[src/rtl/dcache_responder.sv]
// ---------------------------------------------------------------------------
// dcache_responder
//
// Data-memory responder for the five-stage RV32I core. It serves the core's
// M-stage load/store port from a direct-mapped, write-through,
// no-write-allocate cache and drives the core's `waiting` stall. Load words
// are registered so they reach the core's W-stage load-data input one edge
// after a hit. A load miss refills the whole line from backing memory, one
// word per req/ack beat. Every store is written through as a single beat and
// is merged into the cache only when its line is already present.
//
// Optional feature: define DCACHE_STATS_EN to add the hit_cnt / miss_cnt
// statistics ports and counters. Without it, the ports and counters are absent
// and the behaviour is otherwise identical.
//
// Parameters
//   SETS        number of cache lines (power of 2, >= 2)
//   LINE_WORDS  32-bit words per line (power of 2, >= 2)
//
// Ports
//   clk, rst    rising-edge clock, synchronous active-high reset
//   cpu_req     valid M-stage access this cycle
//   cpu_addr    byte address (bits [1:0] ignored)
//   cpu_w_en    byte write strobes; nonzero = store, zero = load
//   cpu_wdata   lane-aligned store data
//   cpu_rdata   registered load word to the core's W stage
//   waiting     combinational stall; the core holds cpu_* stable while high
//   mem_req     backing-memory request, held until mem_ack
//   mem_we      1 = write beat, 0 = read beat
//   mem_addr    word-aligned beat address
//   mem_wdata   write-beat data
//   mem_wstrb   write-beat byte strobes
//   mem_rdata   read data, valid with mem_ack
//   mem_ack     one-cycle completion pulse for the current beat
//   hit_cnt     (DCACHE_STATS_EN) number of IDLE load hits
//   miss_cnt    (DCACHE_STATS_EN) number of refills started
// ---------------------------------------------------------------------------
module dcache_responder #(
    parameter int SETS       = 16,
    parameter int LINE_WORDS = 4
) (
    input  logic        clk,
    input  logic        rst,
    input  logic        cpu_req,
    input  logic [31:0] cpu_addr,
    input  logic [3:0]  cpu_w_en,
    input  logic [31:0] cpu_wdata,
    output logic [31:0] cpu_rdata,
    output logic        waiting,
    output logic        mem_req,
    output logic        mem_we,
    output logic [31:0] mem_addr,
    output logic [31:0] mem_wdata,
    output logic [3:0]  mem_wstrb,
    input  logic [31:0] mem_rdata,
    input  logic        mem_ack
`ifdef DCACHE_STATS_EN
    ,
    output logic [31:0] hit_cnt,
    output logic [31:0] miss_cnt
`endif
);

    localparam int OFF_W = $clog2(LINE_WORDS);
    localparam int IDX_W = $clog2(SETS);
    localparam int TAG_W = 32 - 2 - OFF_W - IDX_W;

    typedef enum logic [1:0] {
        IDLE,
        REFILL,
        WRITE,
        DONE
    } state_t;

    // ------------------------------------------------------------------
    // Registers and storage
    // ------------------------------------------------------------------
    state_t             state_q, state_d;
    logic [OFF_W-1:0]   beat_q, beat_d;
    logic [31:0]        cpu_rdata_q, cpu_rdata_d;
    logic               mem_req_q, mem_req_d;
    logic               mem_we_q, mem_we_d;
    logic [31:0]        mem_addr_q, mem_addr_d;
    logic [31:0]        mem_wdata_q, mem_wdata_d;
    logic [3:0]         mem_wstrb_q, mem_wstrb_d;

    logic [SETS-1:0]    valid_q;
    logic [TAG_W-1:0]   tag_q  [SETS];
    logic [31:0]        data_q [SETS][LINE_WORDS];

    // ------------------------------------------------------------------
    // Address decode and lookup
    // ------------------------------------------------------------------
    logic [OFF_W-1:0]   off;
    logic [IDX_W-1:0]   idx;
    logic [TAG_W-1:0]   tag;
    logic               is_store;
    logic               hit;
    logic               ack;
    logic               last_beat;
    logic               unused_addr_bits;

    assign off       = cpu_addr[OFF_W+1:2];
    assign idx       = cpu_addr[OFF_W+IDX_W+1:OFF_W+2];
    assign tag       = cpu_addr[31:OFF_W+IDX_W+2];
    assign is_store  = |cpu_w_en;
    assign hit       = valid_q[idx] && (tag_q[idx] == tag);
    // A stray ack arriving while no beat is outstanding (for instance after a
    // reset aborted a transfer) must not advance anything.
    assign ack       = mem_ack && mem_req_q;
    assign last_beat = (beat_q == OFF_W'(LINE_WORDS - 1));

    assign unused_addr_bits = ^cpu_addr[1:0];

    // ------------------------------------------------------------------
    // Next-state / output logic
    // ------------------------------------------------------------------
    logic waiting_c;
    logic fill_we;
    logic fill_last;
    logic merge_we;
    logic hit_evt;
    logic miss_evt;

    always_comb begin
        state_d     = state_q;
        beat_d      = beat_q;
        cpu_rdata_d = cpu_rdata_q;
        mem_req_d   = mem_req_q;
        mem_we_d    = mem_we_q;
        mem_addr_d  = mem_addr_q;
        mem_wdata_d = mem_wdata_q;
        mem_wstrb_d = mem_wstrb_q;
        waiting_c   = 1'b0;
        fill_we     = 1'b0;
        fill_last   = 1'b0;
        merge_we    = 1'b0;
        hit_evt     = 1'b0;
        miss_evt    = 1'b0;

        unique case (state_q)
            IDLE: begin
                if (cpu_req) begin
                    if (is_store) begin
                        // Every store goes through to memory, hit or miss.
                        waiting_c   = 1'b1;
                        state_d     = WRITE;
                        mem_req_d   = 1'b1;
                        mem_we_d    = 1'b1;
                        mem_addr_d  = {cpu_addr[31:2], 2'b00};
                        mem_wdata_d = cpu_wdata;
                        mem_wstrb_d = cpu_w_en;
                    end else if (hit) begin
                        cpu_rdata_d = data_q[idx][off];
                        hit_evt     = 1'b1;
                    end else begin
                        // Refill the whole line starting at word 0; the held
                        // load then hits once the line is valid.
                        waiting_c   = 1'b1;
                        state_d     = REFILL;
                        beat_d      = '0;
                        mem_req_d   = 1'b1;
                        mem_we_d    = 1'b0;
                        mem_addr_d  = {cpu_addr[31:OFF_W+2], {OFF_W{1'b0}}, 2'b00};
                        miss_evt    = 1'b1;
                    end
                end
            end

            REFILL: begin
                waiting_c = 1'b1;
                if (ack) begin
                    fill_we = 1'b1;
                    if (last_beat) begin
                        fill_last = 1'b1;
                        state_d   = IDLE;
                        mem_req_d = 1'b0;
                    end else begin
                        // mem_req stays high; the next beat's address is
                        // presented from the following cycle.
                        beat_d     = beat_q + 1'b1;
                        mem_addr_d = {cpu_addr[31:OFF_W+2], beat_d, 2'b00};
                    end
                end
            end

            WRITE: begin
                waiting_c = 1'b1;
                if (ack) begin
                    // No allocation on a store miss: only a resident line is
                    // updated.
                    merge_we  = hit;
                    state_d   = DONE;
                    mem_req_d = 1'b0;
                end
            end

            DONE: begin
                // One stall-free cycle so the core retires the store.
                state_d = IDLE;
            end

            default: begin
                state_d = IDLE;
            end
        endcase
    end

    assign waiting = waiting_c && !rst;

    // ------------------------------------------------------------------
    // Control and output registers
    // ------------------------------------------------------------------
    always_ff @(posedge clk) begin
        if (rst) begin
            state_q     <= IDLE;
            beat_q      <= '0;
            cpu_rdata_q <= '0;
            mem_req_q   <= 1'b0;
            mem_we_q    <= 1'b0;
            mem_addr_q  <= '0;
            mem_wdata_q <= '0;
            mem_wstrb_q <= '0;
            valid_q     <= '0;
        end else begin
            state_q     <= state_d;
            beat_q      <= beat_d;
            cpu_rdata_q <= cpu_rdata_d;
            mem_req_q   <= mem_req_d;
            mem_we_q    <= mem_we_d;
            mem_addr_q  <= mem_addr_d;
            mem_wdata_q <= mem_wdata_d;
            mem_wstrb_q <= mem_wstrb_d;
            // A line only becomes valid once its last beat has landed, so a
            // reset part-way through a refill leaves it invalid.
            if (fill_last) begin
                valid_q[idx] <= 1'b1;
            end
        end
    end

    // ------------------------------------------------------------------
    // Tag and data arrays (not reset; qualified by valid_q)
    // ------------------------------------------------------------------
    always_ff @(posedge clk) begin
        if (!rst) begin
            if (fill_we) begin
                data_q[idx][beat_q] <= mem_rdata;
            end
            if (fill_last) begin
                tag_q[idx] <= tag;
            end
            if (merge_we) begin
                for (int b = 0; b < 4; b++) begin
                    if (cpu_w_en[b]) begin
                        data_q[idx][off][8*b +: 8] <= cpu_wdata[8*b +: 8];
                    end
                end
            end
        end
    end

    assign cpu_rdata = cpu_rdata_q;
    assign mem_req   = mem_req_q;
    assign mem_we    = mem_we_q;
    assign mem_addr  = mem_addr_q;
    assign mem_wdata = mem_wdata_q;
    assign mem_wstrb = mem_wstrb_q;

    // ------------------------------------------------------------------
    // Optional statistics
    // ------------------------------------------------------------------
`ifdef DCACHE_STATS_EN
    logic [31:0] hit_cnt_q;
    logic [31:0] miss_cnt_q;

    always_ff @(posedge clk) begin
        if (rst) begin
            hit_cnt_q  <= '0;
            miss_cnt_q <= '0;
        end else begin
            if (hit_evt) begin
                hit_cnt_q <= hit_cnt_q + 32'd1;
            end
            if (miss_evt) begin
                miss_cnt_q <= miss_cnt_q + 32'd1;
            end
        end
    end

    assign hit_cnt  = hit_cnt_q;
    assign miss_cnt = miss_cnt_q;
`else
    logic unused_stats;
    assign unused_stats = hit_evt ^ miss_evt;
`endif

endmodule

[config.mk]
export PLATFORM = sky130hd
export DESIGN_NAME = dcache_responder
export DESIGN_NICKNAME = d
export VERILOG_FILES = /design/src/rtl/dcache_responder.sv
export SDC_FILE = /design/constraint.sdc
export NUM_CORES = 2
export LEC_CHECK = 0
export CORE_ASPECT_RATIO = 0.7
export CORE_MARGIN = 2
export CORE_UTILIZATION = 35
export CTS_CLUSTER_DIAMETER = 50
export DETAILED_ROUTE_END_ITERATION = 10
export PLACE_DENSITY = 0.59
export SKIP_LAST_GASP = 1
export SYNTH_ARGS = -nofsm -noshare
export SYNTH_HDL_FRONTEND = slang
export SYNTH_SLANG_ARGS = --single-unit
[constraint.sdc]
create_clock -name clk -period 9.9 [get_ports clk]
set_input_delay 2.97 -clock clk [delete_from_list [all_inputs] [get_ports clk]]
set_output_delay 2.97 -clock clk [all_outputs]
set_load 0.02 [all_outputs]
# Word-level counts from Yosys, hierarchy flattened
# Memories as Yosys holds them, arrays and structs flattened.
# Cells that the tools add are included.
dict set report word_totals {
  n_memories 2
  ram_bits 2432
  register_bits 122
  output_inout_bits 103
  inputBits 104
  elab_cells 1157
}
# name words width rd rd_ports_with_merged_regs write_ports line_no
set memory_table {}
lappend memory_table {data_q 16 128 1 0 1 89} ;# logic [31:0] data_q [SETS][LINE_WORDS];
lappend memory_table {tag_q 16 24 1 0 1 88} ;# logic [TAG_W-1:0] tag_q [SETS];
dict set report classes {
  reduce_logical 19
  order_cmp 6
  n_bitwise 516
  n_mux 590
  eq_ne 14
  add_sub_neg 1
}
# cell count
set op_table {}
lappend op_table {{128-bit two-way mux} 5}
lappend op_table {{1-bit two-way mux} 549}
lappend op_table {{1-bit bitwise OR} 512}
lappend op_table {{32-bit demux with 2-bit select} 5}
lappend op_table {{32-bit two-way mux} 9}
lappend op_table {{32-bit binary-select mux with 2-bit select} 1}
lappend op_table {{32-bit case mux with 2 select lines} 1}
lappend op_table {{24-bit equality test} 1}
lappend op_table {{24-bit two-way mux} 1}
lappend op_table {{2-bit two-way mux} 11}
lappend op_table {{16-bit two-way mux} 1}
lappend op_table {{2-bit != test (second input constant)} 8}
lappend op_table {{16-bit bitwise OR} 1}
lappend op_table {{6-bit AND reduction} 2}
lappend op_table {{5-bit AND reduction} 2}
lappend op_table {{8-bit two-way mux} 1}
lappend op_table {{2-bit case mux with 4 select lines} 1}
lappend op_table {{2-bit equality test (second input constant)} 3}
lappend op_table {{3-bit >= comparator (second input constant)} 2}
lappend op_table {{1-bit logical AND} 6}
lappend op_table {{3-bit by 1-bit less-than comparator with 1-bit output (second input constant)} 2}
lappend op_table {{2-bit inverter with 3-bit output} 2}
lappend op_table {{3-bit AND reduction} 2}
lappend op_table {{4-bit by 5-bit less-than comparator with 1-bit output (second input constant)} 1}
lappend op_table {{17 further kinds} 17}

# Longest topological paths before layout
dict set report depth {
  word_depth 12
  ltp_mapped 17
  mapped_depth_nobuf 9
}

# Least setup slack after synthesis
# OpenSTA, ideal clock, no wires.
dict set report synth_path {
  kind {in2out}
  start {input port cpu_addr[5]}
  end {output port waiting}
  t_arrival_ps 5580
  path_slack_ps 1350
  required_time_ps 6930
  stages 14
  path_buffers 5
  path_cell_list {buf_4 buf_6 buf_4 buf_2 clkbuf_1 mux2i_1 nand2_1 nand3_1 o2111ai_1 nor3b_1 o211ai_1 nor4_1 nor2_1 o21a_1}
}
dict set report synth_via {
  elab_chain_len 8
  word_cells_on_any_way 10
  cone_classes {1 x eq/ne; 6 x mux; 2 x reduce/logical; 1 x memory}
}
# element line_no
set synth_lines {}
lappend synth_lines {{start, declared} 45} ;# input logic [31:0] cpu_addr,
lappend synth_lines {{memory 16 x 24 bit / 1-bit binary-select mux with 4-bit select (equally long branches)} -}
lappend synth_lines {{24-bit equality test / 1-bit two-way mux (equally long branches)} 107} ;# assign hit = valid_q[idx] && (tag_q[idx] == tag);
lappend synth_lines {{1-bit logical AND (*)} 107}
lappend synth_lines {{1-bit two-way mux (*)} 153} ;# end else if (hit) begin
lappend synth_lines {{1-bit two-way mux (*)} 144} ;# if (is_store) begin
lappend synth_lines {{1-bit two-way mux (*)} 143} ;# if (cpu_req) begin
lappend synth_lines {{1-bit case mux with 2 select lines (*)} 141} ;# unique case (state_q)
lappend synth_lines {{1-bit logical AND (*)} 209} ;# assign waiting = waiting_c && !rst;
lappend synth_lines {{end, declared} 49} ;# output logic waiting,
# Mark *: on every way between the ends. The rest lies on a longest branch, timed or not. The select of a mux whose other input is x is not followed.

# Worst setup path after layout
# Ends and elaborated chain as after synthesis.

==> impl_metrics.json <==
{
  "run_status": "finished, violations left",
  "failed_checks": "antenna rules",
  "clock_pin_slew_worst_setup_and_hold_paths_ns": 0.06,
  "die-area_mm2": 0.2907,
  "grt_util_all_layers_pct": 17.40,
  "drt_drc_violations_left": 0,
  "crit_path_end_kind": "output port",
  "cts_root_buf": "sky130_fd_sc_hd__clkbuf_16",
  "slew_viol_final": 0,
  "finalPower_w": 0.02373,
  "wire_per_inst_um": 28.46,
  "slowest_delay_ns": 0.56,
  "number_of_enable_type_register_cells_in_the_synthesized_netlist": 2432,
  "path_cells": "buf_12, buf_4, mux4_2, mux2i_1, xor2_1, nand2_1, nor4b_2, buf_4, o2111ai_1, nor4_1, buf_4, nor2_1, o21a_1, clkdlybuf4s50_1",
  "fin_util_pct": 40.69,
  "nets": 5091,
  "synth.ff_latch_count": 2552,
  "ctsLongestPathBuffers": 4,
  "syn-mean-instance-area_um2": 21.56,
  "htreeDepth": 5,
  "final_critical_path_setup_slack_ns": 0.2335,
  "area_growth_pct": 15.73,
  "worst-path-max-fanout": 31,
  "numCtsBuffers": 289,
  "layout.filler_cells": 24641,
  "clock-skew-final_ns": 0.07197,
  "grt-ovfl-total": 0,
  "final_period_minus_worst_setup_slack_ns": 9.666,
  "max_slew.worst_pin.slew_ns": 1.245,
  "setup.worst_path.start_class": "input pin",
  "dr.first_iter.drc_count": 5460,
  "setup_violations": 0,
  "io_pins": 207,
  "data_arrival_critical_path_ns": 6.70,
  "crit_type": "in -> out",
  "final_design_area_no_fill_mm2": 0.1160,
  "max_freq_mhz": 103.5,
  "gp_congestion": 0.7837,
  "cpMaxStageDelayCell": "sky130_fd_sc_hd__clkdlybuf4s50_1",
  "die_h_um": 451.7,
  "detailedPlace.worstSlack_ns": -0.2101,
  "dr.pass1.iters": 5,
  "worstSkewPairLatency_ns": 0.92,
  "die_x_um": 643.6,
  "vias": 48773,
  "max-slew-margin-rel_pct": 16.98,
  "total_of_warnings_raised_by_yosys": 0,
  "worst_hold_path.num_cells": 2,
  "wirelength_um": 256300,
  "grt_antenna_before_repair": 16,
  "postSynth.topFlopCell": "sky130_fd_sc_hd__edfxtp_1",
  "grt_setup_unrepaired": "no",
  "grt_pass1_wl_um": 364600,
  "cts_tree": "done",
  "timing.reg2reg.worst_path_depth": 11,
  "placement_rows": 164,
  "core-area_mm2": 0.2850,
  "async_flop_share_pct": 0,
  "finalNonFillerCells": 9007,
  "irDropWorstVdd_uv": 124.7,
  "placedCellCount": 8506,
  "worst-endpoint-required_ns": 6.93,
  "finalHoldViolations": 0,
  "route.antenna.remaining_nets": 1,
  "synth_area_mm2": 0.1002,
  "floorplan.initialDensity_pct": 35.16,
  "layout-drive-gt1-share_pct": 27.86,
  "grt_pass1_vias": 48262,
  "ys_types": 53,
  "hold_path_class": "reg -> reg",
  "yosysSeqAreaShare_pct": 75.27,
  "critical_path.most_common_cell": "sky130_fd_sc_hd__buf_4",
  "max_cap_violations": 0,
  "place_hpwl_um": 162000,
  "placement.io_buffers": 202,
  "routed_via_density": 5.415,
  "power_density_mw_per_mm2": 204.6,
  "grt_max_degree": 121,
  "min_period_over_period_pct": 97.64,
  "netlist_instances": 4648,
  "clock-sinks": 2552,
  "power.leakage_nw": 35.50,
  "detailed_place.area_mm2": 0.1071
}
[where the power goes]
part | switching (W) | internal (W) | leakage (nW)
Sequential | 0.0000456 | 0.0119 | 22.8
Clock | 0.00417 | 0.00590 | 4.30
Combinational | 0.00106 | 0.000659 | 8.37
Total | 0.00528 | 0.0184 | 35.5
[worst max-delay path, delay by kind of cell]
family	cells	cell delay, ns
buffers and inverters	5	1.38
muxes	2	0.67
and+or+nand+nor	4	1.02
AOI/OAI and AO/OA	2	0.48
xor gates and xnor gates	1	0.16
[flip-flops by register name (all words and copies together) (netlist names)]
| register | flops |
|---|---|
| valid_q | 16 |
| state_q | 2 |
| beat_q | 2 |
| mem_addr | 30 |
| cpu_rdata | 32 |
| mem_we | 1 |
| mem_wstrb | 4 |
| tag_q | 384 |
| data_q | 2048 |
| mem_req | 1 |
| mem_wdata | 32 |
[stage by stage]
stage                     hold WS [ns]  TNS [ns]
final                           0.4552         0
after global routing            0.4782         0
after CTS                       0.4537         0
after detailed placement        0.4467   -0.2101
after global placement          0.4434   -0.3054
after floorplan                 0.4489         0
[final cells by class]
| class | count | area (µm²) | area share, % |
|---|---|---|---|
| timing repair buffer | 332 | 3078 | 2.654 |
| multi-input combinational | 1776 | 23740 | 20.47 |
| antenna | 9 | 22.52 | 0.01942 |
| sequential | 2552 | 75430 | 65.04 |
| clock inverter | 125 | 1047 | 0.9029 |
| clock buffer | 367 | 7780 | 6.708 |
| tap | 3818 | 4777 | 4.119 |
| inverter | 28 | 105.1 | 0.09062 |
[repair_timing]
| action | 4_1_cts | 5_1_grt |
|---|---|---|
| setup endpoints to repair | 1 | 1 |
| setup buffers | 0 | 0 |
| hold buffers | 0 | 0 |
| gates resized for setup | 2 | 2 |
[routing by layer]
metal / vias to the layer above / routed length (µm) / track usage [%]
met1: 26349 / 113500 / 25.59
met3: 408 / 17750 / 3.101
met4: 2 / 8021 / 5.421
met5: - / 3 / 0
met2: 1872 / 117000 / 26.38
li1: 20142 / - / -
[path summary, 6_finish.rpt]
| check | start | endpoint | slack (ns) |
|---|---|---|---|
| setup / recovery | cpu_addr[5] | waiting | 0.23 |
| hold / removal | mem_wdata[16] | mem_wdata[16] | 0.46 |
| setup reg to reg | tag_q[5][20] | data_q[14][103] | 4.59 |
| hold reg to reg | mem_wdata[16] | mem_wdata[16] | 0.46 |
[cells in the mapped netlist (3+ instances only)]
| cell type | number | area share [%] |
|---|---|---|
| sky130_fd_sc_hd__buf_2 | 37 | 0.18 |
| sky130_fd_sc_hd__mux2_2 | 133 | 1.5 |
| sky130_fd_sc_hd__nor4_1 | 9 | 0.056 |
| sky130_fd_sc_hd__nor2_1 | 253 | 0.95 |
| sky130_fd_sc_hd__and4b_1 | 8 | 0.080 |
| sky130_fd_sc_hd__xor2_1 | 14 | 0.12 |
| sky130_fd_sc_hd__o2111ai_1 | 3 | 0.026 |
| sky130_fd_sc_hd__o21ai_0 | 41 | 0.20 |
| sky130_fd_sc_hd__buf_1 | 53 | 0.20 |
| sky130_fd_sc_hd__xnor2_1 | 15 | 0.13 |
| sky130_fd_sc_hd__nand3_1 | 40 | 0.20 |
| sky130_fd_sc_hd__nor4b_1 | 3 | 0.026 |
| sky130_fd_sc_hd__o22ai_1 | 23 | 0.14 |
| sky130_fd_sc_hd__dfxtp_1 | 120 | 2.4 |
| sky130_fd_sc_hd__nor3b_1 | 3 | 0.022 |
| sky130_fd_sc_hd__a311oi_1 | 3 | 0.026 |
| sky130_fd_sc_hd__a211oi_1 | 3 | 0.022 |
| sky130_fd_sc_hd__nor4b_4 | 4 | 0.095 |
| sky130_fd_sc_hd__edfxtp_1 | 2432 | 73 |
| sky130_fd_sc_hd__or4_1 | 4 | 0.030 |
| sky130_fd_sc_hd__nor3_1 | 3 | 0.015 |
| sky130_fd_sc_hd__a21oi_1 | 152 | 0.76 |
| sky130_fd_sc_hd__mux2i_1 | 127 | 1.3 |
| sky130_fd_sc_hd__a22oi_1 | 19 | 0.14 |
| sky130_fd_sc_hd__nand4_1 | 6 | 0.037 |
| sky130_fd_sc_hd__buf_4 | 14 | 0.10 |
| sky130_fd_sc_hd__mux4_2 | 740 | 17 |
| sky130_fd_sc_hd__o211ai_1 | 6 | 0.045 |
| sky130_fd_sc_hd__and3_1 | 8 | 0.050 |
| sky130_fd_sc_hd__a22o_1 | 7 | 0.061 |
| sky130_fd_sc_hd__nand2_1 | 103 | 0.39 |
| sky130_fd_sc_hd__clkbuf_1 | 186 | 0.70 |
| sky130_fd_sc_hd__nor2b_1 | 6 | 0.037 |
| sky130_fd_sc_hd__inv_1 | 28 | 0.10 |
| sky130_fd_sc_hd__a221oi_1 | 6 | 0.052 |
| sky130_fd_sc_hd__ha_1 | 8 | 0.10 |
[placed cells by master, fill, tap and decap left out, types with 28 or more instances in the layout]
| cell | netlist | layout |
|---|---|---|
| sky130_fd_sc_hd__clkbuf_1 | 186 | 62 |
| sky130_fd_sc_hd__clkbuf_16 | 0 | 299 |
| sky130_fd_sc_hd__mux4_2 | 740 | 740 |
| sky130_fd_sc_hd__a21oi_1 | 152 | 149 |
| sky130_fd_sc_hd__nand3_1 | 40 | 34 |
| sky130_fd_sc_hd__buf_4 | 14 | 128 |
| sky130_fd_sc_hd__mux2_2 | 133 | 133 |
| sky130_fd_sc_hd__nand2_1 | 103 | 91 |
| sky130_fd_sc_hd__clkdlybuf4s50_1 | 0 | 195 |
| sky130_fd_sc_hd__inv_1 | 28 | 28 |
| sky130_fd_sc_hd__mux2i_1 | 127 | 127 |
| sky130_fd_sc_hd__edfxtp_1 | 2432 | 2432 |
| sky130_fd_sc_hd__clkinv_1 | 0 | 45 |
| sky130_fd_sc_hd__dfxtp_1 | 120 | 120 |
| sky130_fd_sc_hd__nor2_1 | 253 | 236 |
| sky130_fd_sc_hd__o21ai_0 | 41 | 41 |
[cells by family after synthesis]
| group | synth area share, % |
|---|---|
| other cells | 0.003742 |
| xor+xnor | 0.2534 |
| buf+inv | 1.317 |
| simple gates | 2.058 |
| compound gates | 1.584 |
| fa+ha+maj | 0.09988 |
| mux | 19.42 |
| flops | 75.27 |
Power figures use the tool's default switching activity.
